`src/rtl/fetch_unit.sv`:
```
// Instruction-fetch front end: owns the fetch PC, issues word reads to
// icache and buffers returned words with their PCs for decode.
module fetch_unit #(
    parameter int              XLEN       = 32,
    parameter logic [XLEN-1:0] RESET_PC   = '0,
    parameter int              FIFO_DEPTH = 4
) (
    input  logic            clk,
    input  logic            rst_n,
    output logic            req_valid,
    output logic [XLEN-1:0] req_address,
    output logic            req_operation,
    input  logic            req_fulfilled,
    input  logic [31:0]     req_loaded_word,
    input  logic            redirect_valid,
    input  logic [XLEN-1:0] redirect_pc,
    output logic            instr_valid,
    input  logic            instr_ready,
    output logic [31:0]     instr,
    output logic [XLEN-1:0] instr_pc
);

    localparam int AW = $clog2(FIFO_DEPTH);
    localparam int CW = AW + 1;
    localparam logic OP_READ = 1'b0;

    typedef enum logic [1:0] {
        IDLE,
        REQ,
        DISCARD
    } state_t;

    state_t          state_q;
    state_t          state_d;
    logic [XLEN-1:0] fetch_pc_q;
    logic [XLEN-1:0] fetch_pc_d;
    logic [XLEN-1:0] req_addr_q;
    logic [XLEN-1:0] redirect_tgt;

    logic [31:0]     word_mem [FIFO_DEPTH];
    logic [XLEN-1:0] pc_mem   [FIFO_DEPTH];
    logic [AW-1:0]   wr_ptr_q;
    logic [AW-1:0]   rd_ptr_q;
    logic [CW-1:0]   count_q;
    logic [31:0]     hold_instr_q;
    logic [XLEN-1:0] hold_pc_q;

    logic push;
    logic pop;
    logic flush;
    logic issue;
    logic has_space;

    assign redirect_tgt = redirect_pc & ~XLEN'(3);
    assign has_space    = count_q < CW'(FIFO_DEPTH);
    assign flush        = redirect_valid;
    assign instr_valid  = count_q != '0;
    assign pop          = instr_valid & instr_ready;

    assign req_valid     = state_q != IDLE;
    assign req_address   = req_addr_q;
    assign req_operation = OP_READ;

    always_comb begin
        state_d    = state_q;
        fetch_pc_d = fetch_pc_q;
        push       = 1'b0;
        issue      = 1'b0;
        unique case (state_q)
            IDLE: begin
                if (redirect_valid) begin
                    fetch_pc_d = redirect_tgt;
                end else if (has_space) begin
                    state_d = REQ;
                    issue   = 1'b1;
                end
            end
            REQ: begin
                if (redirect_valid) begin
                    fetch_pc_d = redirect_tgt;
                    state_d    = req_fulfilled ? IDLE : DISCARD;
                end else if (req_fulfilled) begin
                    push       = 1'b1;
                    fetch_pc_d = fetch_pc_q + XLEN'(4);
                    state_d    = IDLE;
                end
            end
            DISCARD: begin
                // The stale read must still complete; its word is thrown away.
                if (redirect_valid) begin
                    fetch_pc_d = redirect_tgt;
                end
                if (req_fulfilled) begin
                    state_d = IDLE;
                end
            end
            default: state_d = IDLE;
        endcase
    end

    always_ff @(posedge clk or negedge rst_n) begin
        if (!rst_n) begin
            state_q    <= IDLE;
            fetch_pc_q <= RESET_PC;
            req_addr_q <= RESET_PC;
        end else begin
            state_q    <= state_d;
            fetch_pc_q <= fetch_pc_d;
            if (issue) begin
                req_addr_q <= fetch_pc_q;
            end
        end
    end

    always_ff @(posedge clk or negedge rst_n) begin
        if (!rst_n) begin
            wr_ptr_q <= '0;
            rd_ptr_q <= '0;
            count_q  <= '0;
        end else if (flush) begin
            wr_ptr_q <= '0;
            rd_ptr_q <= '0;
            count_q  <= '0;
        end else begin
            if (push) begin
                wr_ptr_q <= wr_ptr_q + AW'(1);
            end
            if (pop) begin
                rd_ptr_q <= rd_ptr_q + AW'(1);
            end
            count_q <= count_q + CW'(push) - CW'(pop);
        end
    end

    always_ff @(posedge clk) begin
        if (push) begin
            word_mem[wr_ptr_q] <= req_loaded_word;
            pc_mem[wr_ptr_q]   <= fetch_pc_q;
        end
    end

    // Remember the head so the outputs stay put once the buffer drains.
    always_ff @(posedge clk or negedge rst_n) begin
        if (!rst_n) begin
            hold_instr_q <= '0;
            hold_pc_q    <= '0;
        end else if (instr_valid) begin
            hold_instr_q <= word_mem[rd_ptr_q];
            hold_pc_q    <= pc_mem[rd_ptr_q];
        end
    end

    assign instr    = instr_valid ? word_mem[rd_ptr_q] : hold_instr_q;
    assign instr_pc = instr_valid ? pc_mem[rd_ptr_q]   : hold_pc_q;

    assert property (@(posedge clk) disable iff (!rst_n)
        !(push && count_q == CW'(FIFO_DEPTH)));

endmodule

```
`config.mk`:
```
export PLATFORM = sky130hd
export DESIGN_NAME = fetch_unit
export DESIGN_NICKNAME = d
export VERILOG_FILES = /design/src/rtl/fetch_unit.sv
export SDC_FILE = /design/constraint.sdc
export NUM_CORES = 1
export LEC_CHECK = 0
export BUFFER_PORTS_ARGS = -buffer_cell sky130_fd_sc_hd__buf_2
export CORE_AREA = 2 2 180 218
export DETAILED_ROUTE_END_ITERATION = 16
export DIE_AREA = 0 0 182 220
export HOLD_SLACK_MARGIN = 0.15
export PLACE_DENSITY_LB_ADDON = 0.15
export REMOVE_ABC_BUFFERS = 1
export SLEW_MARGIN = 40
export SYNTH_ARGS = -nofsm -noshare
export SYNTH_HDL_FRONTEND = slang
export SYNTH_SLANG_ARGS = --single-unit
```
`constraint.sdc`:
```
create_clock -name clk -period 7.9 [get_ports clk]
set_input_delay 1.185 -clock clk [delete_from_list [all_inputs] [get_ports clk]]
set_output_delay 1.185 -clock clk [all_outputs]
set_load 0.01 [all_outputs]
```
# Word level (Yosys, flattened, before mapping)
# Memory sizes are Yosys's and may differ from the RTL's.
# Cells that the tools add are included.
[totals]
ram_bits = 256
mem_count = 2
wordCells = 57
output_inout_bits = 99
ff_bits = 137
[memory_table]
columns = ["memory", "words", "width", "rd", "rd_clocked_by_memory_dff", "write_ports", "line_no", "source"]
rows = [
  ["pc_mem", 4, 32, 1, 0, 1, "41", "logic [XLEN-1:0] pc_mem [FIFO_DEPTH];"],
  ["word_mem", 4, 32, 1, 0, 1, "40", "logic [31:0] word_mem [FIFO_DEPTH];"],
]
[classes]
bitwise = 1
eq_ne = 6
n_mux = 25
n_reduce_logical = 9
magnitude_cmp = 1
n_addsub = 5
[ops]
columns = ["op", "count"]
rows = [
  ["$mux 32", 5],
  ["$pmux 32 s2", 1],
  ["$add 32x3->32 const B", 1],
  ["$mux 2", 9],
  ["$mux 1", 8],
  ["$reduce_bool 2->1", 4],
  ["$pmux 2 s3", 1],
  ["$add 2x1->2 const B", 2],
  ["$ne 2x2->1 const B", 2],
  ["$add 3x1->3", 1],
  ["$lt 3x3->1 const B", 1],
  ["$mux 3", 1],
  ["$ne 3x3->1 const B", 1],
  ["$reduce_and 3->1", 1],
  ["$reduce_bool 3->1", 1],
  ["$sub 3x1->3", 1],
  ["$eq 2x1->1 const B", 1],
  ["$eq 2x2->1 const B", 1],
  ["$logic_not 2->1", 1],
  ["$ne 2x1->1 const B", 1],
  ["$reduce_and 2->1", 1],
  ["$reduce_or 2->1", 1],
  ["$and 1x1->1", 1],
]

# Depth between registers and ports, before layout
[logic_depth]
word_depth = 6
mapped_depth = 11

# Worst setup path after synthesis
# No wires, ideal clock.
[synth_path]
path_type = "input to register"
from = "input redirect_valid"
to = "memory pc_mem[0][10] (enable)"
setup_slack_ns = 4.025
arrival_time_ns = 3.449
cell_stages = 4
path_buffers = 2
cell_sequence = "clkbuf_1 -> nor4bb_1 -> clkbuf_1 -> and2_1"
[synth_between]
elab_chain_cells = 4
[synth_rtl]
columns = ["element", "line_no", "source"]
rows = [
  ["start, declared", "15", "input logic redirect_valid,"],
  ["$mux 1", "79", "if (redirect_valid) begin"],
  ["$mux 1", "69", "unique case (state_q)"],
  ["$mux 1", "136", "if (push) begin"],
  ["$mux 1 (not written as such)", "138", "pc_mem[wr_ptr_q] <= fetch_pc_q;"],
  ["end, declared", "41", ""],
]
# No other way between the ends.

# Final worst setup path
[layout_path]
from = "register rd_ptr_q[0]"
to = "output instr_pc[16]"
[layout_between]
elab_chain_cells = 2
[layout_rtl]
columns = ["element", "line_no", "source"]
rows = [
  ["start, declared", "43", "logic [AW-1:0] rd_ptr_q;"],
  ["start signal, assigned", "129", "rd_ptr_q <= rd_ptr_q + AW'(1);"],
  ["$mem_v2 4x32", "--", ""],
  ["$mux 32", "--", ""],
  ["end, declared", "20", "output logic [XLEN-1:0] instr_pc"],
]
# No other way between the ends.

==> run summary <==
number of global-route vias before repair - 8778
final setup margin - 3.96 ns
crit path cell chain - buf_12, buf_4, mux4_2, nand2_1, nand2_1, buf_2
cts-stage hold buffer count - 0
GPL Wtd Cong - 0.806
Worst setup EP type - output port
top post-synthesis cells by area - edfxtp_1 (50%), dfrtp_1 (22%), mux4_2 (9.3%)
P&R area growth vs syn - 18.6%
Rel. slew slack - 0.452
leading post-synthesis cells by instance count - edfxtp_1 (248), nand2_1 (213), dfrtp_1 (133)
Yosys warnings - 0
Multi-input gate area - 4000 um2
clock sink count - 381
Slew @ Worst Pin - 0.815 ns
Slowest cell on crit path - mux4_2
first-pass GRT wire length - 52700 um
Critical Path Start Type - register
Setup Viol. Count Final - 0
post-DP HPWL - 20200 um
full die area - 40000 um2
pin count of the biggest net entering global routing - 74
GRT Residual Overflow - 0
drt first pass iters - 5
Layout Utilization - 0.468
synth unique cells - 57
GRT Util Overall - 0.174
mapped cell area - 15000 um2
dpl ws - 4.32 ns
Core Box Area - 38200 um2
CTS tree - done
crit-path max FO - 23
final wirelength - 34400 um
I/O pin cnt - 168
Fin Hold WS - 0.454 ns
crit path time final - 3.94 ns
RSZ-0062 raised after global routing - no
worst r2r path cells - 12
Final Max Tran Viols - 0
# DRC - 0
Clock Skews - 0.0142 ns
Via density - 5.18
Post-synth ARST share - 0.349
Worst EP arrival - 2.75 ns
wire per inst - 20.7 um
post-route ant nets - 0
worst skew pair latency - 0.54 ns
most frequent cell on the critical path - nand2_1
Worst Hold Path Cells - 2
Starting Density - 0.394
cell count after synthesis - 974
number of synthesized flops with an enable pin - 248
n_diodes - 0
highest clock rate - 254 MHz
Hold WC Path Type - reg2reg
sequential area share after synthesis - 0.717
RR Startpoint - count_q[2]
maximum root-to-sink buffer count - 3
Worst EP required - 6.71 ns
Fin Setup TNS - 0 ns
post-cts sizing count - 0
initial DRC count - 559
area leader, netlist - edfxtp_1
Crit. Startpoint - rd_ptr_q[0]
Die H - 220 um
hold path startpoint - hold_instr_q[21]
register clock-pin slew on the reported worst setup and hold paths - 0.06 ns
CP peak stage delay - 0.58 ns
# rows - 79
Post-CTS Setup Bufs - 0
Max VDD drop - 0.000219 V
fin crit share - 0.498
vias - 8598
sequential cell area - 10800 um2
CTS H-tree depth - 2
total CTS buffers - 42
status - finished, final reports clean
count of state elements after synthesis - 381
Pleak - 6.79 nW
fillers - 3406
Synth Flop Type - edfxtp_1
initial antenna violation count - 0
Power per Cell Area - 362 nW/um2
Root Driver - clkbuf_16
Cell Area, Placed - 16400 um2
Mean Syn Cell Area - 15.4 um2
top-count cell post-synth - edfxtp_1
R2R setup slack - 4.75 ns
R2R Path End - count_q[2]
kind of critical path - reg2out
share of the synthesized area in the top cell type - 0.495
IO buf count - 162
Max Cap Violations - 0
final instance area - 17800 um2
# nets final - 1217
Hold Path End - hold_instr_q[21]
share of cells above drive strength 1 - 0.300
Die Span X - 182 um
final hold vios - 0
worst max-delay path by stage:
stage / cells after the start / slack, ns / endpoint
4_1_cts: 6 / 3.85 / instr_pc[7]
6_report: 6 / 3.96 / instr_pc[16]
3_3_place_gp: 5 / 4.03 / instr_pc[7]
3_5_place_dp: 5 / 4.32 / word_mem[2][10]
2_1_floorplan: 10 / 0.48 / count_q[2]
5_1_grt: 6 / 3.74 / instr_pc[16]
metal layers:
| metal | global-route usage | wire, um | vias to the layer above |
|---|---|---|---|
| met5 | 0 | 0 | - |
| met4 | 0.0489 | 658 | 0 |
| met3 | 0.0312 | 1480 | 48 |
| met2 | 0.294 | 17000 | 208 |
| met1 | 0.233 | 15300 | 4356 |
| li1 | - | - | 3986 |
final cells by class:
class,instances,area share
clock buffers,67,0.0723
clock inverters,11,0.00463
inverters,9,0.00189
multi-input cells,525,0.224
flip-flops and latches,381,0.605
well taps,486,0.0341
repair buffers,181,0.0583
placed cells by master (no fill, tap or decap), types with 14 or more instances in the layout:
cell	netlist	layout
nand4_1	16	16
nor2_1	25	25
mux4_2	62	62
clkbuf_16	0	45
nand3_1	19	19
edfxtp_1	248	248
buf_2	13	161
mux2_2	30	30
a21oi_1	20	20
dfrtp_1	133	131
nand2_1	213	213
clkbuf_1	35	14
flip-flops by register name, summed over array words and instances (netlist names):
signal	cells
fetch_pc_q	30
word_mem	128
rd_ptr_q	2
req_address	30
hold_instr_q	32
count_q	3
wr_ptr_q	2
state_q	2
pc_mem	120
hold_pc_q	32
logic make-up (layout without fill, tap and decap cells):
kind of cell / count (synthesis) / count (layout) / synth area share
and+or+nand+nor: 337 / 337 / 0.102
DFF: 381 / 381 / 0.717
other: 1 / 3 / 0.000249
adders and majority gates: 8 / 8 / 0.00716
AOI/OAI and AO/OA: 79 / 79 / 0.0359
xor gates and xnor gates: 5 / 5 / 0.00291
buffers and inverters: 70 / 268 / 0.0194
muxes: 93 / 93 / 0.116
metrics by stage:
step                power [W]  cells
floorplan             0.00382    915
global placement      0.00458   1577
detailed placement    0.00464   1581
CTS                   0.00657   1659
global route          0.00685   1660
finish                0.00645   1660
report_power, final:
part           switching [W]  leakage (nW)  internal [W]
clock               0.000760         0.680       0.00115
sequential          0.000228          3.83       0.00248
combinational        0.00107          2.28      0.000754
total                0.00206          6.79       0.00439
worst max-delay path: cells and delay by family, from the launching register on:
family | cells | cell delay [ns]
buffers and inverters | 3 | 0.87
DFF | 1 | 0.57
muxes | 1 | 0.58
and+or+nand+nor | 2 | 0.17
No activity file was read; power rests on OpenSTA's default activity.
